===== src/rtl/demux_pkg.sv =====
// Shared constants and types for the 1-to-4 stream demultiplexer.
// The optional per-output transfer counters are enabled by DEMUX_STATS_EN.
package demux_pkg;

    localparam int N_OUT       = 4;
    localparam int DEF_WIDTH   = 4;
    localparam int DEF_COUNT_W = 8;

    typedef logic [1:0] sel_t;

endpackage


===== src/rtl/demux_out_slot.sv =====
// One-entry output holding register for a single demux channel.
// Latency: load -> out_valid 1 cycle; backpressure: free = empty or draining this cycle.
// DEMUX_STATS_EN adds a wrapping transfer counter (out_cnt).
module demux_out_slot #(
    parameter int WIDTH   = 4,
    parameter int COUNT_W = 8
) (
    input  logic               clk,
    input  logic               rst,
    input  logic               load,
    input  logic [WIDTH-1:0]   load_data,
    input  logic               out_ready,
    output logic               out_valid,
    output logic [WIDTH-1:0]   out_data,
    output logic               free
`ifdef DEMUX_STATS_EN
    ,
    output logic [COUNT_W-1:0] out_cnt
`endif
);

    // A full slot is still free when its consumer takes the word this cycle,
    // which gives back-to-back throughput on a single output.
    assign free = !out_valid || out_ready;

    always_ff @(posedge clk or posedge rst) begin
        if (rst) begin
            out_valid <= 1'b0;
            out_data  <= '0;
        end else if (load) begin
            out_valid <= 1'b1;
            out_data  <= load_data;
        end else if (out_ready) begin
            out_valid <= 1'b0;
        end
    end

`ifdef DEMUX_STATS_EN
    always_ff @(posedge clk or posedge rst) begin
        if (rst) begin
            out_cnt <= '0;
        end else if (out_valid && out_ready) begin
            out_cnt <= out_cnt + 1'b1;
        end
    end
`else
    logic unused_count_w;
    assign unused_count_w = ^COUNT_W;
`endif

endmodule


===== src/rtl/demux_1_4_stream.sv =====
// Registered 1-to-4 valid/ready stream demultiplexer, routed by per-word in_sel.
// Latency: 1 cycle input handshake -> out_valid; backpressure: in_ready follows the selected slot only.
// DEMUX_STATS_EN adds per-output transfer counters out_cnt0..out_cnt3.
module demux_1_4_stream
    import demux_pkg::*;
#(
    parameter int WIDTH   = DEF_WIDTH,
    parameter int COUNT_W = DEF_COUNT_W
) (
    input  logic               clk,
    input  logic               rst,
    input  logic [WIDTH-1:0]   in_data,
    input  sel_t               in_sel,
    input  logic               in_valid,
    output logic               in_ready,
    output logic [WIDTH-1:0]   out_data0,
    output logic [WIDTH-1:0]   out_data1,
    output logic [WIDTH-1:0]   out_data2,
    output logic [WIDTH-1:0]   out_data3,
    output logic [N_OUT-1:0]   out_valid,
    input  logic [N_OUT-1:0]   out_ready
`ifdef DEMUX_STATS_EN
    ,
    output logic [COUNT_W-1:0] out_cnt0,
    output logic [COUNT_W-1:0] out_cnt1,
    output logic [COUNT_W-1:0] out_cnt2,
    output logic [COUNT_W-1:0] out_cnt3
`endif
);

    logic [N_OUT-1:0] load_vec;
    logic [N_OUT-1:0] free_vec;
    logic [N_OUT-1:0] valid_vec;
    logic [WIDTH-1:0] data_arr [N_OUT];
`ifdef DEMUX_STATS_EN
    logic [COUNT_W-1:0] cnt_arr [N_OUT];
`endif

    // Combinational through-path from out_ready of the selected channel;
    // a stall on one output never blocks words heading elsewhere.
    assign in_ready = !rst && free_vec[in_sel];

    always_comb begin
        load_vec = '0;
        if (in_valid && in_ready) begin
            load_vec[in_sel] = 1'b1;
        end
    end

    for (genvar i = 0; i < N_OUT; i++) begin : g_slot
        demux_out_slot #(
            .WIDTH   (WIDTH),
            .COUNT_W (COUNT_W)
        ) u_slot (
            .clk       (clk),
            .rst       (rst),
            .load      (load_vec[i]),
            .load_data (in_data),
            .out_ready (out_ready[i]),
            .out_valid (valid_vec[i]),
            .out_data  (data_arr[i]),
            .free      (free_vec[i])
`ifdef DEMUX_STATS_EN
            ,
            .out_cnt   (cnt_arr[i])
`endif
        );
    end

    assign out_valid = valid_vec;
    assign out_data0 = data_arr[0];
    assign out_data1 = data_arr[1];
    assign out_data2 = data_arr[2];
    assign out_data3 = data_arr[3];

`ifdef DEMUX_STATS_EN
    assign out_cnt0 = cnt_arr[0];
    assign out_cnt1 = cnt_arr[1];
    assign out_cnt2 = cnt_arr[2];
    assign out_cnt3 = cnt_arr[3];
`endif

endmodule


===== config.mk =====
export PLATFORM = sky130hd
export DESIGN_NAME = demux_1_4_stream
export DESIGN_NICKNAME = d
export VERILOG_FILES = /design/src/rtl/demux_pkg.sv /design/src/rtl/demux_out_slot.sv /design/src/rtl/demux_1_4_stream.sv
export SDC_FILE = /design/constraint.sdc
export NUM_CORES = 1
export LEC_CHECK = 0
export CORE_MARGIN = 5
export CORE_UTILIZATION = 25
export CTS_BUF_LIST = sky130_fd_sc_hd__clkbuf_16
export CTS_CLUSTER_SIZE = 16
export DETAILED_ROUTE_END_ITERATION = 6
export GPL_TIMING_DRIVEN = 0
export SYNTH_ARGS = -nofsm -noshare
export SYNTH_HDL_FRONTEND = slang
export SYNTH_HIERARCHICAL = 1
export SYNTH_SLANG_ARGS = --single-unit
export TNS_END_PERCENT = 50

===== constraint.sdc =====
create_clock -name clk -period 1.4 [get_ports clk]
set_input_delay 0.28 -clock clk [delete_from_list [all_inputs] [get_ports clk]]
set_output_delay 0.28 -clock clk [all_outputs]
set_load 0.1 [all_outputs]

After elaboration in Yosys (flattened, before gate mapping)
Index checks and enable logic that the tools add are counted.

Bits in registers: 20. Input bits: 13. Word-level logic and storage cells: 39.

Magnitude comparators: 2. Muxes and demuxes: 13. Reductions and logical operators: 16.

Operator list (number): $mux W1 (10); $reduce_bool A2 Y1 (4); $logic_not A1 Y1 (5); $logic_or A1 B1 Y1 (4); $mux W4 (1); $logic_and A1 B1 Y1 (3); $lt A2 B3 Y1 const B (1); $bmux W1 S2 (1); $demux W1 S2 (1); $ge A2 B1 Y1 const B (1).

Logic depth before layout (Yosys ltp)
Depth in word-level cells: 8. Gate-level depth with buffers: 4. Gate-level depth less buffers: 4.

Cells and area by module
Netlist, hierarchy kept.

Modules (own cells, without submodules): demux_out_slot (instances 4, cells each 12, area each 186.4 µm²); demux_1_4_stream (instances 1, cells each 10, area each 82.6 µm²).

Worst setup path after synthesis
OpenSTA, ideal clock, no wires.

Path type: flip-flop to output port. From: register g_slot[3].u_slot.out_valid. To: output port in_ready. Data arrival time: 1.791 ns. Required time: 1.120 ns. Path slack: -0.671 ns. Stages on the path, launching flop included: 4. Path through: dfrtp_1 -> nand2b_1 -> mux4_2 -> nor2b_4.

Word-level cells in the longest chain between the ends: 5.

Ends and longest elaborated chain: from (decl) (RTL line demux_out_slot.sv:13) `output logic out_valid,`; from (signal assigned) (RTL line demux_out_slot.sv:28) `out_valid <= 1'b0;`; from (signal assigned) (RTL line demux_out_slot.sv:31) `out_valid <= 1'b1;`; from (signal assigned) (RTL line demux_out_slot.sv:34) `out_valid <= 1'b0;`; $logic_not A1 Y1 (RTL line demux_out_slot.sv:24) `assign free = !out_valid || out_ready;`; $logic_or A1 B1 Y1 (RTL line demux_out_slot.sv:24); net free_vec[3] (RTL line demux_1_4_stream.sv:32) `logic [N_OUT-1:0] free_vec;`; $bmux W1 S2 (RTL line demux_1_4_stream.sv:41) `assign in_ready = !rst && free_vec[in_sel];`; $mux W1 (implied by the code) (RTL line demux_1_4_stream.sv:41); $logic_and A1 B1 Y1 (RTL line demux_1_4_stream.sv:41); to (decl) (RTL line demux_1_4_stream.sv:15) `output logic in_ready,`.

The timed path passes the listed nets, and every way through them passes these cells. The select of a mux whose other input is x is not followed.

Worst setup path in the final report
Ends and elaborated chain as after synthesis.

==> metrics.md <==
| Metric | Value |
|---|---|
| Outcome | `complete, but fails checks` |
| Violations in the final reports | `hold timing, setup timing` |
| Number of remaining DRC errors | `0` |
| Reg-to-reg setup timing slack | `roughly 20 ps` |
| Hold buffer count at CTS | `0` |
| Cell area after synthesis | `828.3 um2` |
| Final Instance Area | `~1400 um2` |
| Routability Congestion | `slightly above 0.7` |
| Ant diodes | `0` |
| Overall die width | `approximately 68 um` |
| Average via count per standard cell | `just over 4` |
| Setup-failing EPs final | `1` |
| Nets | `between 100 and 150` |
| Synthesized area divided by synthesized cell count | `about 14 um2` |
| Top achievable clock speed | `0.5653 GHz` |
| Flops & latches, synth | `20` |
| R2R Path End | `g_slot[2].u_slot/out_data[2]$_DFFE_PP0P_` |
| Post-DP HPWL | `about 1600 um` |
| Buffers plus inverters on the worst setup path | `1` |
| Area of combinational cells with multiple inputs | `~410 um2` |
| Number of buffers created by CTS | `3` |
| Proportion of power drawn by the clock network | `around 22%` |
| Highest net fanout along the worst path | `2` |
| TritonCTS clock tree | `yes` |
| Clk buf depth | `2` |
| Number of antenna violations at the first check in global routing | `0` |
| Count of TritonRoute iterations in the first routing pass | `3` |
| Net count after synthesis | `71` |
| Endpoint arrival time on the critical path | `1490 ps` |
| Critical-path cell with the highest stage delay | `sky130_fd_sc_hd__mux4_2` |
| Internal power consumption | `~1300 uW` |
| Power per Cell Area | `around 1900 nW/um2` |
| Critical register-to-register path startpoint | `g_slot[2].u_slot/out_valid$_DFFE_PP0P_` |
| Total power | `2565 uW` |
| Starting density of the core | `roughly a quarter` |
| Actual transition at the worst max-transition pin | `slightly below 500 ps` |
| Fraction of power consumed by sequential logic | `between 20% and 30%` |
| Ordered list of cells on the worst path | `nand2b_4 -> mux4_2 -> nor2b_4 -> buf_12` |
| Switching power share of the total | `roughly 49%` |
| Pin count of the biggest net entering global routing | `12` |
| Distinct cells, synth | `11` |
| Part of the power in combinational logic | `between 40 and 50%` |
| Placed instance area | `1321 um2` |
| Path category of the worst min-delay check | `input pin to async pin` |
| All-Layer GR Usage | `9.562%` |
| Relative slew slack | `between 60% and 70%` |
| H-Tree Level Count | `1` |
| Critical path data required time | `about 1100 ps` |
| Post-CTS clock slew at the launch and capture registers of the worst setup and hold paths | `around 50 ps` |
| Post-layout util | `between 40 and 50%` |
| Worst IR Drop VDD | `~550 uV` |
| Unrepaired setup endpoints after global routing | `true` |
| Worst hold-check slack | `-10.74 ps` |
| Clock skew after layout | `around 4.3 ps` |
| Global-route congestion overflow total | `0` |
| Top-level port count | `34` |
| Largest cells by area after synthesis | `sky130_fd_sc_hd__dfrtp_1 60%, sky130_fd_sc_hd__mux2_2 22%, sky130_fd_sc_hd__nand2b_1 6.0%` |
| Synthesized instance count | `58` |
| Worst r2r path cells | `5` |
| Setup crit end kind | `primary output` |
| Warnings, synthesis | `6` |
| Die height | `between 60 and 70 um` |
| Layout Cells excl Fill | `around 150` |
| Sequential area share after synthesis | `60.42%` |
| Layout cells sized above 1 | `between 60% and 70%` |
| DRC marker count from the first detailed-route iteration | `26` |
| Element type at the critical path start | `flip-flop` |
| Clock latency on the worst-skew pair | `~250 ps` |
| Row count | `21` |
| Period utilisation layout | `126.4%` |
| Yosys top cell area share | `approximately three fifths` |
| WL per Instance | `approximately 14 um` |
| Wire length of the first global-routing pass | `3167 um` |
| Crit path time final | `about 1800 ps` |
| Final antenna-violating net count | `0` |
| Max Transition Viols Final | `0` |
| Drt total wl | `~2000 um` |
| Final worst-path setup slack | `-369.1 ps` |
| Post-Place Worst Slack | `-1504 ps` |
| Kind of critical path | `flip-flop to primary output` |
| Area occupied by registers | `515.5 um2` |
| Static leakage | `approximately 0.00065 uW` |
| Sw Pwr | `between 1000 and 1500 uW` |
| Die area | `4564 um2` |
| Clock sinks | `20` |
| Cell total after placement | `roughly 140` |
| Cell family with the largest share of critical-path delay | `multiplexers` |
| Quantity of I/O buffers inserted on ports | `33` |
| Fin. Hold Viols | `14` |
| Master cell of the clock root buffer | `sky130_fd_sc_hd__clkbuf_16` |
| Delay of the slowest cell on the worst path | `~460 ps` |
| Cell taking the most area after synthesis | `sky130_fd_sc_hd__dfrtp_1` |
| Total via count in the routed design | `a little over 600` |
| Filler Cells Inserted | `roughly 330` |
| Vias in the first global route | `655` |
| Max Cap Violations | `0` |
| Syn-to-layout area delta | `62.99%` |
| Std-Cell Core Area | `~3300 um2` |
through the flow:
step	hold WS, ps	TNS [ps]
after global placement	491.9	-20590
after global routing	15.56	-560.4
after detailed placement	494.8	-20300
after floorplan	58.54	-1517
after CTS	198.7	-1517
final	-10.74	-369.1
worst reg2reg max path, cell delays in order, from the launching register on:
cell	delay, ps
sky130_fd_sc_hd__dfrtp_4	480
sky130_fd_sc_hd__nand2b_4	80
sky130_fd_sc_hd__buf_6	90
sky130_fd_sc_hd__nor3b_4	170
sky130_fd_sc_hd__buf_6	150
sky130_fd_sc_hd__mux2_4	290
cells in the mapped netlist, drive strengths merged:
master,n
nand3b,1
nand2,2
nor2,2
nor2b,1
nor3b,2
nand2b,8
inv,4
mux2,16
dfrtp,20
mux4,1
or3b,1
power groups by stage:
stage          clock network (uW)  logic, uW  registers [uW]
2_1_floorplan                   0        189            1600
3_3_place_gp                    0       1340             765
3_5_place_dp                    0       1340             773
4_1_cts                       580       1240             762
5_1_grt                       620       1270             776
6_report                      571       1240             758
flip-flops by register name, indices dropped and copies added (netlist names):
name	cells
g_slot.u_slot/out_valid	4
g_slot.u_slot/out_data	16
placed cells by master (no fill, tap or decap):
master	synthesis	final
sky130_fd_sc_hd__mux4_2	1	1
sky130_fd_sc_hd__dlygate4sd2_1	0	4
sky130_fd_sc_hd__mux2_2	16	8
sky130_fd_sc_hd__nand3b_1	1	1
sky130_fd_sc_hd__nand2_1	2	2
sky130_fd_sc_hd__nand2b_4	0	4
sky130_fd_sc_hd__buf_4	0	2
sky130_fd_sc_hd__dfrtp_1	20	16
sky130_fd_sc_hd__dfrtp_4	0	4
sky130_fd_sc_hd__nand2b_1	8	4
sky130_fd_sc_hd__mux2_4	0	8
sky130_fd_sc_hd__buf_12	0	1
sky130_fd_sc_hd__nor2_4	0	2
sky130_fd_sc_hd__clkdlybuf4s15_2	0	1
sky130_fd_sc_hd__or3b_4	0	1
sky130_fd_sc_hd__clkbuf_2	0	2
sky130_fd_sc_hd__inv_1	4	4
sky130_fd_sc_hd__clkdlybuf4s50_1	0	4
sky130_fd_sc_hd__nor3b_4	0	2
sky130_fd_sc_hd__clkbuf_16	0	3
sky130_fd_sc_hd__nor2b_4	1	1
sky130_fd_sc_hd__buf_2	0	21
sky130_fd_sc_hd__buf_6	0	3
sky130_fd_sc_hd__clkinv_1	0	1
cells by family (layout without fill, tap and decap cells):
family	count (synthesis)	after routing	synth area share, %
simple gates	17	17	13.29
flops	20	20	60.42
mux	17	17	24.47
buf+inv	4	46	1.812
layer usage:
layer	global-route usage [%]	part of all wire, %
met1	12.90	46
met5	0	0
met2	15.19	47
met4	3.038	0.79
met3	1.997	6.2
cell type report:
class                   instances  share of cell area (%)
well taps                      46                   4.263
repair buffers                 38                   20.02
clock inverters                 1                  0.2780
flip-flops and latches         20                   38.18
inverters                       4                   1.112
clock buffers                   3                   5.561
multi-input cells              34                   30.58
what timing repair did:
item	4_1_cts	5_1_grt
pin swaps	3	4
buffers inserted	4	1
resized for setup	123	9
endpoints found under the setup margin	41	19
worst max-delay path by stage:
stage | startpoint | endpoint | slack (ps) | depth (start not counted)
final | g_slot[3].u_slot/out_valid$_DFFE_PP0P_ | in_ready | -370 | 4
after global placement | in_sel[0] | in_ready | -1490 | 4
after floorplan | g_slot[1].u_slot/out_valid$_DFFE_PP0P_ | in_ready | -360 | 3
after CTS | g_slot[3].u_slot/out_valid$_DFFE_PP0P_ | in_ready | -380 | 4
after global routing | g_slot[3].u_slot/out_valid$_DFFE_PP0P_ | in_ready | -410 | 4
after detailed placement | in_sel[0] | in_ready | -1500 | 4
Power figures use the tool's default switching activity.
